## config.mk

```make
export PLATFORM = sky130hd
export DESIGN_NAME = load_store_sequencer
export DESIGN_NICKNAME = d
export VERILOG_FILES = /design/src/rtl/load_store_sequencer.sv
export SDC_FILE = /design/constraint.sdc
export NUM_CORES = 1
export LEC_CHECK = 0
export CORE_AREA = 4 4 60 62
export DETAILED_ROUTE_END_ITERATION = 16
export DIE_AREA = 0 0 64 66
export MAX_ROUTING_LAYER = met4
export PLACE_DENSITY = 0.89
export SKIP_LAST_GASP = 1
export SLEW_MARGIN = 20
export SYNTH_ARGS = -nofsm -noshare
export SYNTH_HDL_FRONTEND = slang
export SYNTH_SLANG_ARGS = --single-unit
```

## constraint.sdc

```tcl
create_clock -name clk -period 2.9 [get_ports clk]
set_input_delay 0.58 -clock clk [delete_from_list [all_inputs] [get_ports clk]]
set_output_delay 0.58 -clock clk [all_outputs]
set_load 0.02 [all_outputs]
```

## src/rtl/load_store_sequencer.sv

```systemverilog
// Control sequencer for load / load-immediate / store instructions.
// Moore FSM stepping T0..T7 with mem_ready waits bounded by TIMEOUT;
// every output is decoded from the registered state, wait counter and
// latched opcode only.
module load_store_sequencer #(
    parameter int OPC_W    = 5,
    parameter int ALU_W    = 4,
    parameter int ADD_CODE = 8,
    parameter int OP_LD    = 0,
    parameter int OP_LDI   = 1,
    parameter int OP_ST    = 2,
    parameter int TIMEOUT  = 15
) (
    input  logic             clk,
    input  logic             reset,
    input  logic             start,
    input  logic [OPC_W-1:0] opcode,
    input  logic             mem_ready,
    output logic             PCout,
    output logic             IncPC,
    output logic             PCin,
    output logic             MARin,
    output logic             Zin,
    output logic             Zlowout,
    output logic             read,
    output logic             write,
    output logic             MDRin,
    output logic             MDRout,
    output logic             IRin,
    output logic             Gra,
    output logic             Grb,
    output logic             BAout,
    output logic             Yin,
    output logic             Cout,
    output logic             Rin,
    output logic             Rout,
    output logic [1:0]       mdr_read,
    output logic [ALU_W-1:0] alu_control,
    output logic             busy,
    output logic             done,
    output logic             fault,
    output logic [4:0]       state
);

    typedef enum logic [4:0] {
        S_IDLE  = 5'd0,
        S_T0    = 5'd1,
        S_T1    = 5'd2,
        S_T2    = 5'd3,
        S_T3    = 5'd4,
        S_T4    = 5'd5,
        S_T5    = 5'd6,
        S_T6    = 5'd7,
        S_T7    = 5'd8,
        S_DONE  = 5'd9,
        S_FAULT = 5'd10
    } state_t;

    localparam logic [OPC_W-1:0] LD_C  = OPC_W'(OP_LD);
    localparam logic [OPC_W-1:0] LDI_C = OPC_W'(OP_LDI);
    localparam logic [OPC_W-1:0] ST_C  = OPC_W'(OP_ST);
    localparam logic [7:0]       TO_C  = 8'(TIMEOUT);

    state_t           state_q, state_d;
    logic [7:0]       cnt_q, cnt_d;
    logic [OPC_W-1:0] opc_q, opc_d;
    logic [7:0]       cnt_inc;
    logic             in_wait;

    assign cnt_inc = cnt_q + 8'd1;
    // States that stall on mem_ready: instruction fetch, ld data read, st write.
    assign in_wait = (state_q == S_T1) ||
                     ((state_q == S_T6) && (opc_q == LD_C)) ||
                     ((state_q == S_T7) && (opc_q == ST_C));
    assign state   = state_q;

    // State, wait counter and latched opcode registers.
    always_ff @(posedge clk or negedge reset) begin
        if (!reset) begin
            state_q <= S_IDLE;
            cnt_q   <= 8'd0;
            opc_q   <= '0;
        end else begin
            state_q <= state_d;
            cnt_q   <= cnt_d;
            opc_q   <= opc_d;
        end
    end

    // Next-state logic; the counter falls back to 0 on every move, so each
    // wait state is entered with a cleared count. Ready beats timeout.
    always_comb begin
        state_d = state_q;
        cnt_d   = 8'd0;
        opc_d   = opc_q;
        if (in_wait) begin
            if (mem_ready) begin
                case (state_q)
                    S_T1:    state_d = S_T2;
                    S_T6:    state_d = S_T7;
                    default: state_d = S_DONE;
                endcase
            end else if (cnt_inc == TO_C) begin
                state_d = S_FAULT;
            end else begin
                cnt_d = cnt_inc;
            end
        end else begin
            case (state_q)
                S_IDLE:  if (start) state_d = S_T0;
                S_T0:    state_d = S_T1;
                S_T2:    state_d = S_T3;
                S_T3: begin
                    opc_d = opcode;
                    if (opcode == LD_C || opcode == LDI_C || opcode == ST_C)
                        state_d = S_T4;
                    else
                        state_d = S_FAULT;
                end
                S_T4:    state_d = S_T5;
                S_T5: begin
                    if (opc_q == LDI_C)
                        state_d = S_DONE;
                    else if (opc_q == LD_C || opc_q == ST_C)
                        state_d = S_T6;
                    else
                        state_d = S_FAULT;
                end
                S_T6:    state_d = (opc_q == ST_C) ? S_T7 : S_FAULT;
                S_T7:    state_d = (opc_q == LD_C) ? S_DONE : S_FAULT;
                S_DONE:  state_d = start ? S_T0 : S_IDLE;
                S_FAULT: if (start) state_d = S_T0;
                default: state_d = S_IDLE;
            endcase
        end
    end

    // Moore output decode; PCin/Zlowout in T1 only while the count is still 0.
    always_comb begin
        PCout       = 1'b0;
        IncPC       = 1'b0;
        PCin        = 1'b0;
        MARin       = 1'b0;
        Zin         = 1'b0;
        Zlowout     = 1'b0;
        read        = 1'b0;
        write       = 1'b0;
        MDRin       = 1'b0;
        MDRout      = 1'b0;
        IRin        = 1'b0;
        Gra         = 1'b0;
        Grb         = 1'b0;
        BAout       = 1'b0;
        Yin         = 1'b0;
        Cout        = 1'b0;
        Rin         = 1'b0;
        Rout        = 1'b0;
        mdr_read    = 2'b00;
        alu_control = '0;
        busy        = 1'b0;
        done        = 1'b0;
        fault       = 1'b0;
        case (state_q)
            S_T0: begin
                PCout = 1'b1; MARin = 1'b1; IncPC = 1'b1; Zin = 1'b1;
            end
            S_T1: begin
                read = 1'b1; MDRin = 1'b1; mdr_read = 2'b01;
                if (cnt_q == 8'd0) begin
                    PCin = 1'b1; Zlowout = 1'b1;
                end
            end
            S_T2: begin
                MDRout = 1'b1; IRin = 1'b1;
            end
            S_T3: begin
                Grb = 1'b1; BAout = 1'b1; Yin = 1'b1;
            end
            S_T4: begin
                Cout = 1'b1; Zin = 1'b1; alu_control = ALU_W'(ADD_CODE);
            end
            S_T5: begin
                Zlowout = 1'b1;
                if (opc_q == LDI_C) begin
                    Gra = 1'b1; Rin = 1'b1;
                end else begin
                    MARin = 1'b1;
                end
            end
            S_T6: begin
                MDRin = 1'b1;
                if (opc_q == LD_C) begin
                    read = 1'b1; mdr_read = 2'b01;
                end else begin
                    Gra = 1'b1; Rout = 1'b1;
                end
            end
            S_T7: begin
                MDRout = 1'b1;
                if (opc_q == LD_C) begin
                    Gra = 1'b1; Rin = 1'b1;
                end else begin
                    write = 1'b1;
                end
            end
            S_DONE:  done  = 1'b1;
            S_FAULT: fault = 1'b1;
            default: ;
        endcase
        busy = (state_q >= S_T0) && (state_q <= S_T7);
    end

endmodule
```

==> metrics.md <==
| Metric | Value |
|---|---|
| Max-slew violations | 0 |
| Worst vdd ir | 391 uV |
| Netlist cell types | 51 |
| TritonRoute pass-1 iters | 5 |
| Main synth FF type | dfrtp_1 |
| Post-route minimum period | 2.79 ns |
| Synth area leaders | dfrtp_1 (30%), nor2_1 (7.2%), buf_4 (5.3%) |
| Standby leakage power | 0.802 nW |
| R2R Setup Slk | 0.47 ns |
| Clk sinks | 17 |
| CP endpoint kind | primary output |
| Worst R2R Path Depth | 7 |
| Routed Antenna Nets | 0 |
| Post-Syn Area | 0.00140 mm2 |
| Cells after DPL | 246 |
| Pin count of the biggest net entering global routing | 22 |
| Total negative slack | 0 ns |
| Highest Clock Rate | 359 MHz |
| Final Hold Viols | 0 |
| Clock slew at reported path FFs | 0.09 ns |
| Final hold slack | 0.551 ns |
| IO Port Bufs | 35 |
| Final Core Density | 60.8% |
| Worst reg2reg path endpoint | state[3] |
| CTS tree | done |
| Die Width | 64 um |
| Worst-path maximum fanout | 5 |
| Synth Area per Inst | 8.36 um2 |
| WL/cell | 13.5 um |
| CTS Buf Count | 3 |
| Tot GR Track Use | 17.5% |
| Share of cells above drive strength 1 | 15.5% |
| Clk Latency, worst-skew pair | 0.29 ns |
| Post-synth top area share | 30.3% |
| Root Buffer | clkbuf_4 |
| P&R area growth vs syn | 31.2% |
| CP max stage cell | or4_1 |
| Placer Congestion | 0.871 |
| Vias | 1326 |
| Initial DRC count | 92 |
| Uppermost routed layer | met3 |
| First-pass GRT wire length | 5.84 mm |
| Seq cells post-synth | 17 |
| CP most frequent cell | nor2_1 |
| Post-route clock skew | 0.00615 ns |
| Top-count cell post-synth | nor2_1 |
| Initial Util | 46.4% |
| Non-Filler Instances | 250 |
| Worst Hold Class | register to register |
| Async set-reset flop share out of synthesis | 100% |
| ANT cells | 0 |
| Core ar. | 0.00303 mm2 |
| RSZ-0062 raised after global routing | false |
| Fill count | 245 |
| WP data arrival | 2.21 ns |
| Pwr/cell area | 905 mW/mm2 |
| Hold depth | 2 |
| Remaining DRCs | 0 |
| Post-synth top area cell | dfrtp_1 |
| Cells after synthesis | 168 |
| Fin crit share | 96.1% |
| Vias in the first global route | 1282 |
| # IOs | 41 |
| Worst Hold Path EP | cnt_q[0] |
| Hpwl dp | 2.60 mm |
| H-Tree Depth | 1 |
| Drt total wl | 3.37 mm |
| Avg Vias per Cell | 5.30 |
| Reg2reg start | state[0] |
| Placement Rows | 20 |
| Critical Path Start Type | register |
| Critical-path cell list | or4_1, nor2_1, nor2_1, clkdlybuf4s50_1 |
| Most instantiated cells after synthesis | nor2_1 (27), dfrtp_1 (17), nand2_1 (11), buf_4 (10) |
| Hold_sp | cnt_q[0] |
| Yosys Warn Count | 0 |
| CP required | 2.32 ns |
| Run status | completed |
| Kind of critical path | register to primary output |
| Max-cap violation count | 0 |
| GRT Residual Overflow | 0 |
| Post-synth EDFFs | 0 |
| M1 WL | 1.52 mm |
| WL met2 | 1.65 mm |
| WL met3 | 207 um |
| Least-Margin Pin Slew | 0.786 ns |
| Initial antenna violation count | 0 |
| Worst-case clock buffer depth | 2 |
| Die Footprint | 0.00422 mm2 |
| Setup-failing EPs final | 0 |
| Slowest cell delay on critical path | 0.61 ns |
| Worst slew margin | 47.4% |
| Sequential element share of the synthesized area | 30.3% |
| Die Height | 66 um |
| Nets | 219 |
-- final cells by class --
class                   instances  area [um2]  area share [%]
multi-input cells             131         867            47.1
repair buffers                 47         442            24.0
flip-flops and latches         17         425            23.1
well taps                      44        55.1            2.99
clock buffers                   4        26.3            1.43
inverters                       7        26.3            1.43
-- through the flow --
step                worst slack [ns]  power (mW)  cell area [um2]
floorplan                      0.101        1.12             1430
CTS                           0.0469        1.67             1840
finish                         0.112        1.67             1840
global route                 0.00148        1.78             1840
detailed placement             0.154        1.54             1810
global placement               0.219        1.52             1810
-- sequential cells by signal, summed over array words and instances, names as in the netlist --
register and cells:
opc_q 5, state 4, cnt_q 8
-- routing by layer --
| metal | global-route usage (%) | vias to the layer above |
|---|---|---|
| met1 | 22.0 | 624 |
| met3 | 3.74 | 0 |
| li1 | - | 650 |
| met2 | 29.3 | 52 |
| met4 | 2.70 | 0 |
| met5 | - | - |
-- power breakdown --
part / total, mW / internal, mW / switching, mW / leakage (nW)
logic: 1.19 / 0.554 / 0.639 / 0.564
registers: 0.349 / 0.299 / 0.0492 / 0.223
clock network: 0.125 / 0.0535 / 0.0718 / 0.0150
total: 1.67 / 0.907 / 0.760 / 0.802
-- kinds of logic after synthesis --
| family | Yosys count | synth area share (%) |
|---|---|---|
| adder cells (fa/ha/maj) | 3 | 2.67 |
| AND/OR/NAND/NOR | 77 | 29.1 |
| multiplexers | 9 | 8.47 |
| AO/OA/AOI/OAI | 28 | 13.8 |
| flip-flops | 17 | 30.3 |
| other | 1 | 0.267 |
| XOR/XNOR | 9 | 5.62 |
| buffers and inverters | 24 | 9.80 |
-- worst max path at each step --
stage | startpoint | endpoint | slack, ns | cells after the start
after floorplan | state[1] | Zlowout | 0.10 | 6
after global placement | cnt_q[1] | Zlowout | 0.22 | 7
after detailed placement | cnt_q[1] | Zlowout | 0.15 | 7
after CTS | opc_q[3] | read | 0.05 | 3
after global routing | opc_q[3] | Rout | 0.001 | 4
final | opc_q[3] | Rout | 0.11 | 4
-- worst max-delay path: cells and delay by family, from the launching register on --
| family | cells | cell delay, ns |
|---|---|---|
| simple gates | 3 | 0.98 |
| flops | 1 | 0.41 |
| buf+inv | 1 | 0.54 |
-- repair_timing --
| action | in CTS | in global routing |
|---|---|---|
| hold buffers | 0 | 0 |
| endpoints found under the setup margin | 6 | 3 |
| resized for setup | 5 | 3 |
| setup buffers | 0 | 0 |
-- cells in the final DEF, fill, tap and decap left out, drive strengths merged, types with 3 or more instances in the layout --
cell | synthesis | layout
nand3 | 4 | 4
a21oi | 5 | 5
o21ai | 7 | 7
inv | 7 | 7
or4 | 3 | 3
clkdlybuf4s50 | 0 | 29
nand2 | 11 | 11
conb | 1 | 5
xnor2 | 6 | 6
xor2 | 3 | 3
nor3 | 6 | 6
mux2 | 7 | 7
ha | 3 | 3
dfrtp | 17 | 17
dlygate4sd2 | 0 | 3
clkbuf | 3 | 4
nor2 | 27 | 27
o21bai | 4 | 4
nand2b | 7 | 7
buf | 14 | 12
nor4 | 3 | 3
No activity file was read; power rests on OpenSTA's default activity.
